==> src/rtl/arithmetic_encoder.sv <==
// Multi-symbol range coder core: q15 interval update plus range/low normalization.
// Two cycles per symbol (capture, then update); no handshake, producer aligns to phase 0.
module arithmetic_encoder #(
    parameter int GENERAL_RANGE_WIDTH    = 16,
    parameter int GENERAL_LOW_WIDTH      = 24,
    parameter int GENERAL_SYMBOL_WIDTH   = 4,
    parameter int GENERAL_LUT_ADDR_WIDTH = 8,
    parameter int GENERAL_LUT_DATA_WIDTH = 16,
    parameter int GENERAL_D_SIZE         = 4
) (
    input  logic                              general_clk,
    input  logic                              reset,
    input  logic [GENERAL_RANGE_WIDTH-1:0]    general_fl,
    input  logic [GENERAL_RANGE_WIDTH-1:0]    general_fh,
    input  logic [GENERAL_SYMBOL_WIDTH-1:0]   general_symbol,
    input  logic [GENERAL_SYMBOL_WIDTH:0]     general_nsyms,
    output logic [GENERAL_RANGE_WIDTH-1:0]    RANGE_OUTPUT,
    output logic [GENERAL_LOW_WIDTH-1:0]      LOW_OUTPUT
);

    localparam int RW = GENERAL_RANGE_WIDTH;
    localparam int LW = GENERAL_LOW_WIDTH;
    localparam int SW = GENERAL_SYMBOL_WIDTH;
    localparam int LA = GENERAL_LUT_ADDR_WIDTH;
    localparam int LD = GENERAL_LUT_DATA_WIDTH;
    localparam int DW = GENERAL_D_SIZE;

    logic          r_phase;
    logic [RW-1:0] r_fl;
    logic [RW-1:0] r_fh;
    logic [SW-1:0] r_sym;
    logic [SW:0]   r_nsyms;
    logic [RW-1:0] r_range;
    logic [LW-1:0] r_low;

    logic [31:0]   w_r;
    logic [31:0]   w_n_minus_s;
    logic [31:0]   w_v;
    logic [31:0]   w_u;
    logic [31:0]   w_lp;
    logic [RW-1:0] w_rn;
    logic [DW-1:0] w_d;
    logic [RW-1:0] w_range_nxt;
    logic [LW-1:0] w_low_nxt;

    // Leading-zero count of one byte; the full count is built from two lookups.
    function automatic logic [LD-1:0] f_lzc_rom(input logic [LA-1:0] a);
        f_lzc_rom = LD'(LA);
        for (int i = 0; i < LA; i++) begin
            if (a[i]) f_lzc_rom = LD'(LA - 1 - i);
        end
    endfunction

    always_comb begin
        w_r         = 32'(r_range);
        w_n_minus_s = 32'(r_nsyms) - 32'd1 - 32'(r_sym);
        w_v         = (((w_r >> 8) * (32'(r_fh) >> 6)) >> 1) + (w_n_minus_s << 2);
        w_u         = (((w_r >> 8) * (32'(r_fl) >> 6)) >> 1) + ((w_n_minus_s + 32'd1) << 2);
        // fl carries bit 15 only for the first symbol (fl = 32768).
        if (!r_fl[RW-1]) begin
            w_lp = 32'(r_low) + (w_r - w_u);
            w_rn = RW'(w_u - w_v);
        end else begin
            w_lp = 32'(r_low);
            w_rn = RW'(w_r - w_v);
        end
        if (w_rn[RW-1 -: LA] != '0) begin
            w_d = DW'(f_lzc_rom(w_rn[RW-1 -: LA]));
        end else begin
            w_d = DW'(32'(LA) + 32'(f_lzc_rom(w_rn[LA-1:0])));
        end
        w_range_nxt = w_rn << w_d;
        w_low_nxt   = LW'(w_lp << w_d);
    end

    always_ff @(posedge general_clk) begin
        if (reset) begin
            r_phase <= 1'b0;
            r_fl    <= '0;
            r_fh    <= '0;
            r_sym   <= '0;
            r_nsyms <= '0;
            r_range <= RW'(1) << (RW - 1);
            r_low   <= '0;
        end else begin
            r_phase <= ~r_phase;
            if (!r_phase) begin
                r_fl    <= general_fl;
                r_fh    <= general_fh;
                r_sym   <= general_symbol;
                r_nsyms <= general_nsyms;
            end else begin
                r_range <= w_range_nxt;
                r_low   <= w_low_nxt;
            end
        end
    end

    assign RANGE_OUTPUT = r_range;
    assign LOW_OUTPUT   = r_low;

endmodule

==> config.mk <==
export PLATFORM = sky130hd
export DESIGN_NAME = arithmetic_encoder
export DESIGN_NICKNAME = d
export VERILOG_FILES = /design/src/rtl/arithmetic_encoder.sv
export SDC_FILE = /design/constraint.sdc
export NUM_CORES = 1
export LEC_CHECK = 0
export CAP_MARGIN = 20
export CELL_PAD_IN_SITES_DETAIL_PLACEMENT = 0
export CELL_PAD_IN_SITES_GLOBAL_PLACEMENT = 1
export CORE_UTILIZATION = 30
export CTS_CLUSTER_DIAMETER = 80
export DETAILED_ROUTE_END_ITERATION = 16
export PLACE_DENSITY_LB_ADDON = 0.1
export SYNTH_ARGS = -nofsm -noshare
export SYNTH_HDL_FRONTEND = slang
export SYNTH_SLANG_ARGS = --single-unit
==> constraint.sdc <==
create_clock -name general_clk -period 10.2 [get_ports general_clk]
set_input_delay 2.04 -clock general_clk [delete_from_list [all_inputs] [get_ports general_clk]]
set_output_delay 2.04 -clock general_clk [all_outputs]
set_load 0.1 [all_outputs]
==> flow_summary.yaml <==
outcome:
  status: "finished, final reports clean"
cts:
  clockBufferDepth: 2
  clkTransAtPathRegs_ps: 70
  clk_latency_ps: 370
  numCtsBuffers: 9
  h-tree-depth: 3
  cts_tree: "yes"
  cts_num_sinks: 70
  cts_root_buffer: "clkbuf_16"
routing:
  vias_per_cell: 5.19
  route.detailed.drc: 0
  first_pass_iters: 5
  via_count: 12400
  drt-total-wl_um: 48400
  first_iter_violations: 702
  antenna_left: 0
  detail_route.wl_per_cell_um: 20.4
logic_synthesis:
  synth_compound_area_frac: 0.215
  synth_top_family_by_area: "adder cells"
  synth-edff-count: 0
  synthMostInstantiatedCell: "inv_1"
  yosysUniqueCellTypes: 89
  synthTopCellsByArea: "fa_1, ha_1, dfxtp_1"
  yosysSeqAreaShare: 0.102
  async_reset_ff_frac: 0
  synth_seq_cells: 70
  synth_common_cells: "inv_1, ha_1, nand2_1"
  synth.area.mux_share: 0.0691
  avgSynthCellArea_um2: 8.07
  synth_ff_type: "dfxtp_1"
  netlist_area_mm2: 0.0138
  synth-simple-area-share: 0.173
  syn_inst: 1706
  synth-xor-area-share: 0.0593
  synthAdderAreaFrac: 0.308
  synth_area_leader_cell: "fa_1"
  synth_top_area_frac: 0.167
  yosysWarnings: 0
  synth_nets: 2019
setup_path:
  crit_path_frequent_cell: "fa_1"
  timing.rr.end: "RANGE_OUTPUT[12]"
  cp.depth: 37
  critPathArrivalTime_ps: 9760
  r2r_cells: 37
  cpMaxStageDelayCell: "fa_1"
  end_kind: "flop"
  crit_path_start: "RANGE_OUTPUT[11]"
  critPathCapture: "RANGE_OUTPUT[12]"
  cp-start-kind: "flop"
  crit_type: "reg -> reg"
  path_buf_inv: 7
  path_delay_family: "compound AO/OA/AOI/OAI gates"
  crit_required_ps: 10420
  cpPeakStageDelay_ps: 540
  r2r_start: "RANGE_OUTPUT[11]"
  worstPathMaxFanout: 40
  r2r_slack_ps: 660
sta:
  slew_violations: 0
  hold_viol_final: 0
  max_clock_freq_ghz: 0.105
  relSlewSlack: 0.330
  period_share: 0.936
  tns_ps: 0
  fin_worst_skew_ps: 15.3
  rsz0062_at_grt: "no"
  worstMarginPinSlew_ps: 995
  finalSetupViolations: 0
  fin_crit_ps: 9540
die:
  die_w_um: 216
  rows: 78
  die_h_um: 216
  dieArea_mm2: 0.0468
  core_area_mm2: 0.0453
  start_util: 0.304
  pin_count: 83
global_routing:
  grt.total_usage: 0.211
  grt_max_degree: 54
  grt_antenna_before_repair: 0
  grt_pass1_wl_um: 75500
  grt.overflow.total: 0
  grt_pass1_vias: 12500
layout:
  area_delta_synth_final_pct: 14.2
  final_layout_size_suffix_gt1_frac: 0.0669
  nets: 2087
  n_antenna_cell: 0
place:
  io_buffers: 70
  dpl.hpwl_um: 39200
  gp_congestion: 0.865
worst_hold_path:
  hp-class: "reg -> reg"
job:
  cap_violations: 0
## kinds of logic (layout without fill, tap and decap cells)
family          count (synthesis)  count (layout)
simple gates                  487             487
compound gates                443             443
fa+ha+maj                     270             270
buf+inv                       256             329
xor+xnor                       90              90
mux                            90              90
flops                          70              70
## flip-flops by register name, indices dropped and copies added (netlist names)
register      cells
RANGE_OUTPUT     16
r_nsyms           5
r_sym             4
LOW_OUTPUT       24
r_fh             10
r_fl             10
r_phase           1
## metal layers
metal / global-route usage / wire length (µm) / up-vias
li1: - / - / 6094
met2: 0.332 / 21600 / 260
met3: 0.0268 / 1680 / 65
met5: 0 / 0 / -
met4: 0.0744 / 1790 / 0
met1: 0.294 / 23400 / 5935
## worst min-delay path, cell delays in order (launching register included)
cell and delay [ps]:
dfxtp_1 340, mux2i_1 70, nor2_1 70
## cell type report
type	instances	area, µm²
inverters	177	664
well taps	600	751
clock buffers	9	225
clock inverters	7	77.6
repair buffers	136	1230
fillers	4868	29600
multi-input cells	1380	11400
flip-flops and latches	70	1400
## worst min path at each step
stage | start | end | slack [ps] | depth (start not counted)
global placement | r_sym[2] | r_sym[2] | 480 | 2
finish | r_sym[2] | r_sym[2] | 520 | 2
CTS | r_sym[2] | r_sym[2] | 520 | 2
detailed placement | r_sym[3] | r_sym[3] | 500 | 2
floorplan | r_sym[2] | r_sym[2] | 460 | 2
global route | r_sym[3] | r_sym[3] | 550 | 2
## through the flow
step | cells | hold slack [ps] | setup slack, ps | instance area (µm²) | util
after global routing | 2379 | 548 | 45.1 | 15700 | 0.347
after detailed placement | 2363 | 504 | 595 | 15400 | 0.340
after CTS | 2379 | 523 | 592 | 15700 | 0.347
after floorplan | 1706 | 463 | 1300 | 13800 | -
after global placement | 2363 | 483 | 671 | 15400 | 0.340
final | 2379 | 516 | 656 | 15700 | 0.347
## placed cells by master, fill, tap and decap left out, drive strengths merged, types with 8 or more instances in the layout
cell type,count
a21o,37
a21oi,94
ha,155
a31oi,18
or3,8
inv,181
a211oi,18
nand2b,19
clkdlybuf4s50,69
mux2i,77
fa,115
o21a,13
o22ai,9
nor2b,12
nand2,144
o21bai,23
dfxtp,70
nor4,8
and2,105
xor2,31
nor2,109
buf,67
xnor2,57
mux2,11
clkbuf,9
nand3,33
o211ai,32
and3,9
o21ai,112
nor3,22
## repair_timing
action	CTS	global route
hold buffers	0	0
setup endpoints to repair	0	3
resized for setup	0	3
setup buffers	0	0
Power is left out: the tool's default activity adds up to more than one toggle a clock period on the data nets, which glitch-free logic cannot reach.
